## src/rtl/fifo_pop_arbiter.sv

```systemverilog
// -----------------------------------------------------------------------------
// fifo_pop_arbiter
//
// Drains eight FIFOs into one output stage. One FIFO is popped per cycle.
// The choice is round-robin among the non-empty FIFOs. Pops happen only while
// the flow-control FSM is ACTIVE and the downstream stage has no backpressure.
// The block also registers per-FIFO almost-full and almost-empty flags, which
// it derives from the FSM's latched thresholds.
//
// Build option:
//   FIFO_POP_ARB_STRICT_PRIO_EN - when defined, fixed priority (FIFO 0 highest);
//                                 the round-robin pointer is held at 0.
//
// Ports:
//   clk                 clock, rising edge
//   reset               asynchronous, active-low reset
//   fsm_state   [2:0]   FSM state (RESET=0, INIT=1, IDLE=2, ACTIVE=4)
//   umbral_LH           thresholds: [3:0] low, [7:4] high
//   empty_fifos [7:0]   bit i = FIFO i empty
//   fifo_cnt            FIFO i occupancy at [i*CNT_W +: CNT_W]
//   out_almost_full     downstream backpressure, blocks new pops
//   pop         [7:0]   one-hot registered read strobe
//   valid_out           read data valid, one cycle after pop
//   sel         [2:0]   index of the FIFO whose data is valid
//   almost_full_fifos   bit i = cnt_i >= high, registered
//   almost_empty_fifos  bit i = cnt_i <= low, registered
//   pause               OR of almost_full_fifos, registered
// -----------------------------------------------------------------------------
module fifo_pop_arbiter #(
    parameter int UMBRALES_L_H = 8,
    parameter int CNT_W        = 4
) (
    input  logic                    clk,
    input  logic                    reset,
    input  logic [2:0]              fsm_state,
    input  logic [UMBRALES_L_H-1:0] umbral_LH,
    input  logic [7:0]              empty_fifos,
    input  logic [8*CNT_W-1:0]      fifo_cnt,
    input  logic                    out_almost_full,
    output logic [7:0]              pop,
    output logic                    valid_out,
    output logic [2:0]              sel,
    output logic [7:0]              almost_full_fifos,
    output logic [7:0]              almost_empty_fifos,
    output logic                    pause
);

    localparam logic [2:0] ST_ACTIVE = 3'd4;

    // One-hot to index encoder; a zero vector maps to index 0.
    function automatic logic [2:0] onehot_idx(input logic [7:0] oh);
        logic [2:0] idx;
        idx = 3'd0;
        for (int i = 0; i < 8; i++) begin
            idx = idx | (oh[i] ? 3'(i) : 3'd0);
        end
        return idx;
    endfunction

    logic [2:0]       ptr_q, ptr_d;
    logic [7:0]       pop_q, pop_d;
    logic             valid_q;
    logic [2:0]       sel_q;
    logic [7:0]       af_q, af_d;
    logic [7:0]       ae_q, ae_d;
    logic             pause_q;

    logic             arb_en_s;
    logic [7:0]       cand_s;
    logic             grant_vld_s;
    logic [2:0]       grant_idx_s;
    logic [2:0]       idx_s;
    logic             hit_s;
    logic [CNT_W-1:0] high_s;
    logic [CNT_W-1:0] low_s;
    logic [CNT_W-1:0] cnt_s;

    // Arbitration: scan upward from the pointer (wrapping) for the first non-empty FIFO.
    always_comb begin
        arb_en_s    = (fsm_state == ST_ACTIVE) && !out_almost_full;
        cand_s      = ~empty_fifos;
        grant_vld_s = 1'b0;
        grant_idx_s = 3'd0;
        idx_s       = 3'd0;
        hit_s       = 1'b0;
        for (int k = 0; k < 8; k++) begin
            idx_s       = ptr_q + 3'(k);
            hit_s       = !grant_vld_s && cand_s[idx_s];
            grant_idx_s = hit_s ? idx_s : grant_idx_s;
            grant_vld_s = grant_vld_s | cand_s[idx_s];
        end

        pop_d = 8'h00;
        ptr_d = ptr_q;
        if (arb_en_s && grant_vld_s) begin
            pop_d = 8'd1 << grant_idx_s;
`ifdef FIFO_POP_ARB_STRICT_PRIO_EN
            ptr_d = 3'd0;
`else
            ptr_d = grant_idx_s + 3'd1;
`endif
        end else begin
            pop_d = 8'h00;
            ptr_d = ptr_q;
        end
    end

    // Threshold flags: unsigned compare against the 4-bit thresholds widened to CNT_W.
    always_comb begin
        high_s = CNT_W'(umbral_LH[7:4]);
        low_s  = CNT_W'(umbral_LH[3:0]);
        af_d   = 8'h00;
        ae_d   = 8'h00;
        cnt_s  = '0;
        for (int i = 0; i < 8; i++) begin
            cnt_s   = fifo_cnt[i*CNT_W +: CNT_W];
            af_d[i] = (cnt_s >= high_s);
            ae_d[i] = (cnt_s <= low_s);
        end
    end

    // State and output registers; valid/sel are the pop strobe delayed one cycle.
    always_ff @(posedge clk or negedge reset) begin
        if (!reset) begin
            ptr_q   <= 3'd0;
            pop_q   <= 8'h00;
            valid_q <= 1'b0;
            sel_q   <= 3'd0;
            af_q    <= 8'h00;
            ae_q    <= 8'h00;
            pause_q <= 1'b0;
        end else begin
            ptr_q   <= ptr_d;
            pop_q   <= pop_d;
            valid_q <= |pop_q;
            sel_q   <= onehot_idx(pop_q);
            af_q    <= af_d;
            ae_q    <= ae_d;
            pause_q <= |af_d;
        end
    end

    assign pop                = pop_q;
    assign valid_out          = valid_q;
    assign sel                = sel_q;
    assign almost_full_fifos  = af_q;
    assign almost_empty_fifos = ae_q;
    assign pause              = pause_q;

endmodule

```

## config.mk

```make
export PLATFORM = sky130hd
export DESIGN_NAME = fifo_pop_arbiter
export DESIGN_NICKNAME = d
export VERILOG_FILES = /design/src/rtl/fifo_pop_arbiter.sv
export SDC_FILE = /design/constraint.sdc
export NUM_CORES = 1
export LEC_CHECK = 0
export BUFFER_PORTS_ARGS = -buffer_cell sky130_fd_sc_hd__buf_2
export CAP_MARGIN = 20
export CORE_ASPECT_RATIO = 1.2
export CORE_MARGIN = 3
export CORE_UTILIZATION = 40
export CTS_BUF_LIST = sky130_fd_sc_hd__clkbuf_8
export DETAILED_ROUTE_END_ITERATION = 7
export PLACE_DENSITY = 0.73
export SETUP_SLACK_MARGIN = 0.5
export SYNTH_ARGS = -nofsm -noshare
export SYNTH_HDL_FRONTEND = slang
export SYNTH_SLANG_ARGS = --single-unit
```

## constraint.sdc

```tcl
create_clock -name clk -period 5.5 [get_ports clk]
set_input_delay 0.55 -clock clk [delete_from_list [all_inputs] [get_ports clk]]
set_output_delay 0.55 -clock clk [all_outputs]
set_load 0.02 [all_outputs]
```

==> summary.md <==
| Metric | Value |
|---|---|
| Outcome | finished, final reports clean |
| Clk buf depth | 2 |
| CTS Buf Count | 5 |
| Initial antenna violation count | 0 |
| Post-layout minimum cycle time | 4210 ps |
| Avg Cell Area, Syn | 10.8 um2 |
| Number of synthesized flops with an enable pin | 0 |
| Main synth FF type | dfrtp_1 |
| Setup Fix Bufs, Post-CTS | 0 |
| Reg2reg start | ptr_q[0] |
| Number of global-route vias before repair | 2824 |
| Final setup fails | 0 |
| First-pass GRT wire length | 13400 um |
| CTS resizes | 0 |
| Tcrit/Tclk final | 76.6% |
| CTS Hold Bufs | 0 |
| Worst-Margin Slew | 991 ps |
| Cell taking the most area after synthesis | ha_1 |
| Total placed cells including tap cells | 501 |
| Setup TNS | 0 ps |
| Met3 Usage GRT | 3.04% |
| Critical path depth | 10 |
| Slew Limit Fails | 0 |
| Fmax | 237 MHz |
| PwrDens | 443 nW/um2 |
| Largest family of logic cells by synthesized area | adder cells |
| Top cell type's share of synthesized area | 26.4% |
| CTS H-tree depth | 2 |
| Buf+Inv Stages, Crit Path | 1 |
| Post-Syn Nets | 437 |
| Top cells by instance count after synthesis | ha_1 (71), dfrtp_1 (32), a21o_1 (26) |
| Max-cap violations | 0 |
| Die H | 106 um |
| Cell row count | 36 |
| Via count | 2802 |
| Final Util | 48.6% |
| Synthesized instance count | 312 |
| Tot GR Track Use | 17.0% |
| Mapped Area | 3360 um2 |
| Compound-Gate Fraction of Synth Area | 18.5% |
| Relative slew slack | 33.0% |
| Crit. End Element | flip-flop |
| Max incr delay on CP | 720 ps |
| DP HPWL | 6400 um |
| Detailed-router iteration count before antenna repair | 5 |
| Largest cells by area after synthesis | ha_1 (26%), dfrtp_1 (24%), mux4_2 (6.7%) |
| Synth Area in Adders | 26.4% |
| Clock Sinks | 32 |
| M2 GR Usage | 31.7% |
| Yosys warns | 0 |
| DR WL/cell | 15.5 um |
| Top-count cell post-synth | ha_1 |
| Clock latency on the worst-skew pair | 280 ps |
| Final Wtd Congestion | 0.937 |
| Multiplexer share of the synthesized area | 14.3% |
| Crit path max fanout | 13 |
| Final ANT Viol Nets | 0 |
| M1 GR Usage | 19.9% |
| CTS tree | built |
| CP Data Arrival Time | 4370 ps |
| Fin. Hold Viols | 0 |
| Worst EP required | 5660 ps |
| RSZ-0062 raised after global routing | no |
| Post-synthesis sequential area ratio | 23.8% |
| Critical path, cell by cell | inv_1 -> ha_1 -> mux4_1 -> mux2i_2 -> nor2_1 -> and3_1 -> a221o_1 -> ha_1 -> ha_1 -> mux2_2 |
| Class of the worst hold path | input port to async pin |
| Simple-gate area share of the yosys netlist | 12.4% |
| Placed Area | 3860 um2 |
| Crit path from | ptr_q[0] |
| Startpoint class of the critical path | flip-flop |
| Final instance area | 3970 um2 |
| Diodes inserted | 0 |
| Synth-to-layout area growth | 17.9% |
| Post-synth cell types | 54 |
| R2r worst-path depth | 10 |
| Core Region | 8150 um2 |
| Grt peak-use layer | met2 |
| Die X-Extent | 89.7 um |
| Num ports | 83 |
| Setup CP Type | flip-flop to flip-flop |
| Gr ovfl total | 0 |
| Xor and xnor area share after synthesis | 0.781% |
| WL final | 7900 um |
| Largest net degree at the start of global routing | 33 |
| CP most frequent cell | ha_1 |
| Leak pwr | 2.10 nW |
| Nets | 519 |
| CTS root buf | clkbuf_8 |
| Asr flop ratio synth | 100% |
| Pwr Total | 1.76 mW |
| Flop and latch count out of synthesis | 32 |
| IO Port Bufs | 82 |
| Via density | 5.50 |
| Crit-path leading delay family | multiplexers |
| Clock transition at path regs | 70 ps |
| Initial core utilization | 41.3% |
| Max VDD drop | 0.395 mV |
| Fraction of layout cells with a size suffix above 1 | 29.6% |
| 1st-iter DRT viols | 86 |
| Drt drc | 0 |
| Fin Clk Skew | 3.29 ps |
| Slowest CP cell | dfrtp_1 |
| Cell Count, Final, Fillers Out | 509 |
| Die Footprint | 9550 um2 |
state kept, by name (all words and copies together) (netlist names):
register,cells
almost_empty_fifos,8
sel,3
valid_out,1
almost_full_fifos,8
pause,1
pop,8
ptr_q,3
cell type report:
| type | instances | area (um2) |
|---|---|---|
| clock buffers | 5 | 68.8 |
| clock inverters | 3 | 38.8 |
| fillers | 757 | 4190 |
| inverters | 19 | 71.3 |
| multi-input cells | 254 | 2430 |
| flip-flops and latches | 32 | 801 |
| well taps | 114 | 143 |
| repair buffers | 82 | 410 |
per-stage QoR:
step	hold slack, ps	setup slack (ps)
6_report	314	1290
5_1_grt	374	1070
4_1_cts	334	1280
3_5_place_dp	463	1300
3_3_place_gp	460	1450
2_1_floorplan	254	2080
placed cells by master (no fill, tap or decap), drive strengths merged, types with 2 or more instances in the layout:
cell	instances
a41o	8
nand2b	17
o21ai	13
nor4b	3
nand2	10
xnor2	2
nor2b	10
nor4	3
ha	71
a31oi	2
a21oi	16
inv	20
clkbuf	5
mux2i	8
a221o	2
or3	2
mux4	14
buf	82
and2	2
dfrtp	32
or4	3
nor3	4
and3	2
nor2	6
mux2	5
o211ai	2
a21o	27
nand3	8
metal layers:
metal / wire (um) / vias to the layer above / part of all wire, %
li1: - / 1368 / -
met1: 3300 / 1317 / 42
met2: 4000 / 100 / 51
met3: 404 / 17 / 5.1
met4: 195 / 0 / 2.5
met5: 0 / - / 0
cells by family after synthesis:
kind of cell | Yosys count
and+or+nand+nor | 71
muxes | 27
buffers and inverters | 26
adders and majority gates | 71
xor gates and xnor gates | 3
DFF | 32
AOI/OAI and AO/OA | 82
power breakdown:
| group | internal [mW] | switching (mW) |
|---|---|---|
| Clock | 0.132 | 0.0829 |
| Combinational | 0.547 | 0.648 |
| Sequential | 0.272 | 0.0747 |
| Total | 0.951 | 0.805 |
path summary, 6_finish.rpt:
| check | endpoint | slack, ps |
|---|---|---|
| worst min register to register | sel[2] | 470 |
| worst min-delay path | almost_full_fifos[2] | 310 |
| max in group asynchronous | almost_full_fifos[0] | 4730 |
| min in group clk | sel[2] | 470 |
| worst max-delay path | ptr_q[2] | 1290 |
| worst max register to register | ptr_q[2] | 1290 |
Power figures use the tool's default switching activity.
